<file path="src/rtl/maze_port_arbiter.sv">
// Round-robin arbiter sharing one maze memory port between two solver engines.
// One access per cycle, reads answered on the owning port three cycles after grant.
module maze_port_arbiter #(
  parameter int maze_width = 6,
  parameter int maze_size  = 64
) (
  input  logic                  clk,
  input  logic                  rst,
  input  logic                  req0_valid,
  input  logic                  req0_we,
  input  logic [maze_width-1:0] req0_row,
  input  logic [maze_width-1:0] req0_col,
  input  logic                  req1_valid,
  input  logic                  req1_we,
  input  logic [maze_width-1:0] req1_row,
  input  logic [maze_width-1:0] req1_col,
  output logic                  req0_gnt,
  output logic                  req1_gnt,
  output logic                  rsp0_valid,
  output logic                  rsp0_data,
  output logic                  rsp1_valid,
  output logic                  rsp1_data,
  output logic [maze_width-1:0] row,
  output logic [maze_width-1:0] col,
  output logic                  maze_oe,
  output logic                  maze_we,
  input  logic                  maze_in
);

  logic                  last_q, last_d;
  logic [maze_width-1:0] row_q, row_d, col_q, col_d;
  logic                  oe_q, oe_d, we_q, we_d;
  logic                  s1_rd_q, s1_rd_d, s1_ill_q, s1_ill_d, s1_port_q, s1_port_d;
  logic                  s2_rd_q, s2_rd_d, s2_ill_q, s2_ill_d, s2_port_q, s2_port_d;
  logic                  rsp0_valid_q, rsp0_valid_d, rsp0_data_q, rsp0_data_d;
  logic                  rsp1_valid_q, rsp1_valid_d, rsp1_data_q, rsp1_data_d;

  logic                  gnt0_s, gnt1_s, any_gnt_s, legal_s, sel_we_s, rsp_data_s;
  logic [maze_width-1:0] sel_row_s, sel_col_s;

  // Grant decision: contention goes to the port that was not granted last.
  always_comb begin
    gnt0_s = 1'b0;
    gnt1_s = 1'b0;
    if (rst) begin
      gnt0_s = 1'b0;
      gnt1_s = 1'b0;
    end else if (req0_valid && req1_valid) begin
      gnt0_s = last_q;
      gnt1_s = ~last_q;
    end else begin
      gnt0_s = req0_valid;
      gnt1_s = req1_valid;
    end
  end

  // Next-state for the command, tag pipeline and response registers.
  always_comb begin
    any_gnt_s = gnt0_s | gnt1_s;
    sel_we_s  = gnt1_s ? req1_we  : req0_we;
    sel_row_s = gnt1_s ? req1_row : req0_row;
    sel_col_s = gnt1_s ? req1_col : req0_col;
    legal_s   = (int'(sel_row_s) < maze_size) && (int'(sel_col_s) < maze_size);

    last_d = last_q;
    if (gnt1_s) begin
      last_d = 1'b1;
    end else if (gnt0_s) begin
      last_d = 1'b0;
    end else begin
      last_d = last_q;
    end

    // Out-of-range coordinates never reach the pins; the select lines simply hold.
    row_d = row_q;
    col_d = col_q;
    oe_d  = 1'b0;
    we_d  = 1'b0;
    if (any_gnt_s && legal_s) begin
      row_d = sel_row_s;
      col_d = sel_col_s;
      oe_d  = ~sel_we_s;
      we_d  = sel_we_s;
    end else begin
      row_d = row_q;
      col_d = col_q;
    end

    s1_rd_d   = any_gnt_s & ~sel_we_s;
    s1_ill_d  = ~legal_s;
    s1_port_d = gnt1_s;
    s2_rd_d   = s1_rd_q;
    s2_ill_d  = s1_ill_q;
    s2_port_d = s1_port_q;

    rsp_data_s   = s2_ill_q ? 1'b1 : maze_in;
    rsp0_valid_d = s2_rd_q & ~s2_port_q;
    rsp1_valid_d = s2_rd_q & s2_port_q;
    rsp0_data_d  = rsp0_valid_d ? rsp_data_s : rsp0_data_q;
    rsp1_data_d  = rsp1_valid_d ? rsp_data_s : rsp1_data_q;
  end

  // State registers; reset discards every access still in flight.
  always_ff @(posedge clk) begin
    if (rst) begin
      last_q       <= 1'b1;
      row_q        <= '0;
      col_q        <= '0;
      oe_q         <= 1'b0;
      we_q         <= 1'b0;
      s1_rd_q      <= 1'b0;
      s1_ill_q     <= 1'b0;
      s1_port_q    <= 1'b0;
      s2_rd_q      <= 1'b0;
      s2_ill_q     <= 1'b0;
      s2_port_q    <= 1'b0;
      rsp0_valid_q <= 1'b0;
      rsp0_data_q  <= 1'b0;
      rsp1_valid_q <= 1'b0;
      rsp1_data_q  <= 1'b0;
    end else begin
      last_q       <= last_d;
      row_q        <= row_d;
      col_q        <= col_d;
      oe_q         <= oe_d;
      we_q         <= we_d;
      s1_rd_q      <= s1_rd_d;
      s1_ill_q     <= s1_ill_d;
      s1_port_q    <= s1_port_d;
      s2_rd_q      <= s2_rd_d;
      s2_ill_q     <= s2_ill_d;
      s2_port_q    <= s2_port_d;
      rsp0_valid_q <= rsp0_valid_d;
      rsp0_data_q  <= rsp0_data_d;
      rsp1_valid_q <= rsp1_valid_d;
      rsp1_data_q  <= rsp1_data_d;
    end
  end

  assign req0_gnt   = gnt0_s;
  assign req1_gnt   = gnt1_s;
  assign row        = row_q;
  assign col        = col_q;
  assign maze_oe    = oe_q;
  assign maze_we    = we_q;
  assign rsp0_valid = rsp0_valid_q;
  assign rsp0_data  = rsp0_data_q;
  assign rsp1_valid = rsp1_valid_q;
  assign rsp1_data  = rsp1_data_q;

endmodule
</file>
<file path="config.mk">
export PLATFORM = sky130hd
export DESIGN_NAME = maze_port_arbiter
export DESIGN_NICKNAME = d
export VERILOG_FILES = /design/src/rtl/maze_port_arbiter.sv
export SDC_FILE = /design/constraint.sdc
export NUM_CORES = 1
export LEC_CHECK = 0
export CELL_PAD_IN_SITES_DETAIL_PLACEMENT = 0
export CELL_PAD_IN_SITES_GLOBAL_PLACEMENT = 1
export CORE_MARGIN = 3
export CORE_UTILIZATION = 28
export CTS_CLUSTER_DIAMETER = 40
export DETAILED_ROUTE_END_ITERATION = 7
export PLACE_DENSITY = 0.83
export SLEW_MARGIN = 15
export SYNTH_ARGS = -nofsm -noshare
export SYNTH_HDL_FRONTEND = slang
export SYNTH_SLANG_ARGS = --single-unit
</file>
<file path="constraint.sdc">
create_clock -name clk -period 2 [get_ports clk]
set_input_delay 0.6 -clock clk [delete_from_list [all_inputs] [get_ports clk]]
set_output_delay 0.6 -clock clk [all_outputs]
set_load 0.03 [all_outputs]
</file>
==> metrics.md <==
| Metric | Value |
|---|---|
| Most used flip-flop cell after synthesis | dfxtp_1 |
| Initial Util | 30.4% |
| Max-cap violations | 0 |
| Setup crit end kind | primary output |
| RSZ-0062 raised after global routing | no |
| Max Root-Sink Buffers | 2 |
| Max incr delay on CP | 0.26 ns |
| Detailed Route WL | ~2200 um |
| DR vias/cell | 4.89 |
| Initial antenna violation count | 0 |
| Dpl hpwl | around 1800 um |
| Core Region | 0.00285 mm2 |
| Post-synth cell types | 23 |
| Share of cells above drive strength 1 | 14.5% |
| Area growth, synth to finish | 70.0% |
| CP delay by family, top | buffers and inverters |
| Post-synth ARST share | 0% |
| Via count | 826 |
| Antenna Nets Post-Route | 0 |
| DRC | 0 |
| Peak VDD IR | 238 uV |
| Cells after synthesis | 78 |
| Post-synth top area share | 53.0% |
| Fin nets | 170 |
| Die area | 0.00381 mm2 |
| P per Cell Area | 637 mW/mm2 |
| Critical Path AT | 1.35 ns |
| Total CTS buffers | 3 |
| Fin crit share | 97.6% |
| Setup crit start kind | input port |
| CP max-delay cell | dlygate4sd2_1 |
| Synth top area cells | dfxtp_1 53%, a221o_1 14%, and2_1 7.9%, buf_6 3.9%, nor3_2 2.3% |
| Design Area, Final | 0.00148 mm2 |
| CTS tree | yes |
| Kind of critical path | in -> out |
| Final setup viols | 0 |
| Final max-slew violation count | 0 |
| Least-Margin Pin Slew | about 0.65 ns |
| Die span in y | between 60 and 70 um |
| Antenna cell count | 0 |
| CP Max Fanout | 3 |
| Area after DPL | approximately 0.0014 mm2 |
| Root Buffer | clkbuf_4 |
| Rel. slew slack | 56.4% |
| I/O Buffers | 50 |
| Num Clock Sinks | 23 |
| Hold Path Cell Cnt | 1 |
| Die X | 61.7 um |
| Utilization after layout | around half |
| Leak Pwr | 0.609 nW |
| Count leader, synth | dfxtp_1 |
| Top-level I/O count | between 50 and 60 |
| Clock slew at reported path FFs | 0.12 ns |
| Crit-path cells | dlygate4sd2_1 > and2b_4 > nor3_2 > buf_4 |
| Status | completed |
| Area occupied by multi-input gates | between 300 and 400 um2 |
| Placer congestion estimate | between 0.7 and 0.8 |
| Mean Syn Cell Area | about 11 um2 |
| Required time at the worst-slack endpoint | between 1 and 1.5 ns |
| Final hold vios | 0 |
| Critical Path Stages | 4 |
| Rows | 19 |
| Synth warn | 0 |
| Register bit count reported by yosys | 23 |
| Synth cell count leaders | 23 x dfxtp_1, 12 x a221o_1, 11 x and2_1 |
| Worst hold path type | reg -> reg |
| Setup TNS | 0 ns |
| DR WL/cell | 13.1 um |
| DRT iter0 DRCs | 22 |
| Post-synthesis sequential area ratio | 53.0% |
| Sequential cell area | 460 um2 |
| Vias in the first global route | 781 |
| # H-tree levels | 1 |
| Reg2Reg Depth | 4 |
| Post-CTS Resized | 5 |
| Setup Fix Bufs, Post-CTS | 0 |
| Synthesized cell area | 868 um2 |
| Later-pin clock latency in the skew report | between 0.2 and 0.3 ns |
| First-pass GRT wire length | between 3000 and 4000 um |
| CP bufs+invs | 2 |
| 1st-pass router iterations | 2 |
| Post-synth EDFFs | 0 |
| Overflow after GRT | 0 |
| # fillers | slightly below 300 |
| Total GRT Usage | 11.5% |
| Period minus WS final | 1.95 ns |
| Max Clock Skew | 0.00453 ns |
| Pin count of the biggest net entering global routing | 13 |
| Fmax | between 0.5 and 0.6 GHz |
| Syn nets | 109 |
| Yosys top cell by area | dfxtp_1 |
| CTS Hold Bufs | 0 |
cell usage in the layout, fill, tap and decap left out, drive strengths merged:
master,instances
clkbuf,4
dlygate4sd2,2
nor2,5
and2b,1
o21ai,1
dlymetal6s2s,1
and2,12
o32a,1
clkdlybuf4s50,44
and3b,1
nor2b,2
nand2b,2
mux2i,1
a21bo,1
clkdlybuf4s15,1
a221o,12
dfxtp,23
nand2,3
nor3b,1
buf,12
nor3,2
nand3b,1
nand3,2
a21oi,2
inv,1
area by class of cell:
| type | instances | area share [%] |
|---|---|---|
| Tap cell | 31 | 2.63 |
| Sequential cell | 23 | 31.2 |
| Inverter | 1 | 0.254 |
| Clock buffer | 4 | 1.78 |
| Timing Repair Buffer | 60 | 38.9 |
| Multi-Input combinational cell | 50 | 25.3 |
logic make-up after synthesis:
kind of cell | after synthesis | synth area share [%]
buffers and inverters | 5 | 4.75
flip-flops | 23 | 53.0
multiplexers | 1 | 1.15
AO/OA/AOI/OAI | 17 | 17.9
AND/OR/NAND/NOR | 32 | 23.2
flip-flops by register name, indices dropped and copies added (netlist names):
| signal | cells |
|---|---|
| col | 6 |
| last_q | 1 |
| maze_oe | 1 |
| maze_we | 1 |
| row | 6 |
| rsp0_data | 1 |
| rsp0_valid | 1 |
| rsp1_data | 1 |
| rsp1_valid | 1 |
| s1_port_q | 1 |
| s1_rd_q | 1 |
| s2_port_q | 1 |
| s2_rd_q | 1 |
path summary, 6_finish.rpt:
kind	end	from	slack [ns]
worst max-delay path	req0_gnt	req1_valid	0.05
worst min-delay path	s2_port_q$_SDFF_PP0_	s1_port_q$_SDFF_PP0_	0.45
worst max register to register	row[5]$_SDFFE_PP0P_	last_q$_SDFFE_PP1P_	0.70
worst min register to register	s2_port_q$_SDFF_PP0_	s1_port_q$_SDFF_PP0_	0.45
metrics by stage:
| stage | power [W] | cells | hold slack [ns] | worst slack, ns |
|---|---|---|---|---|
| CTS | 0.000954 | 169 | 0.454 | 0.0340 |
| finish | 0.000941 | 169 | 0.449 | 0.0473 |
| floorplan | 0.000616 | 78 | 0.414 | 0.249 |
| global placement | 0.000747 | 165 | 0.419 | -0.207 |
| detailed placement | 0.000751 | 165 | 0.425 | -0.220 |
| global route | 0.000989 | 169 | 0.470 | 0.00298 |
routing by layer:
layer / up-vias / global-route usage (%) / share of wire, %
li1: 404 / - / -
met1: 383 / 13.0 / 43
met2: 37 / 19.7 / 44
met3: 2 / 2.89 / 11
met4: 0 / 6.36 / 1.2
met5: - / 0 / 0
where the power goes:
group / total [W] / switching (W) / internal [W]
Sequential: 0.000500 / 0.0000130 / 0.000487
Combinational: 0.000239 / 0.000106 / 0.000133
Clock: 0.000201 / 0.000124 / 0.0000775
(Power assumes the default switching activity.)
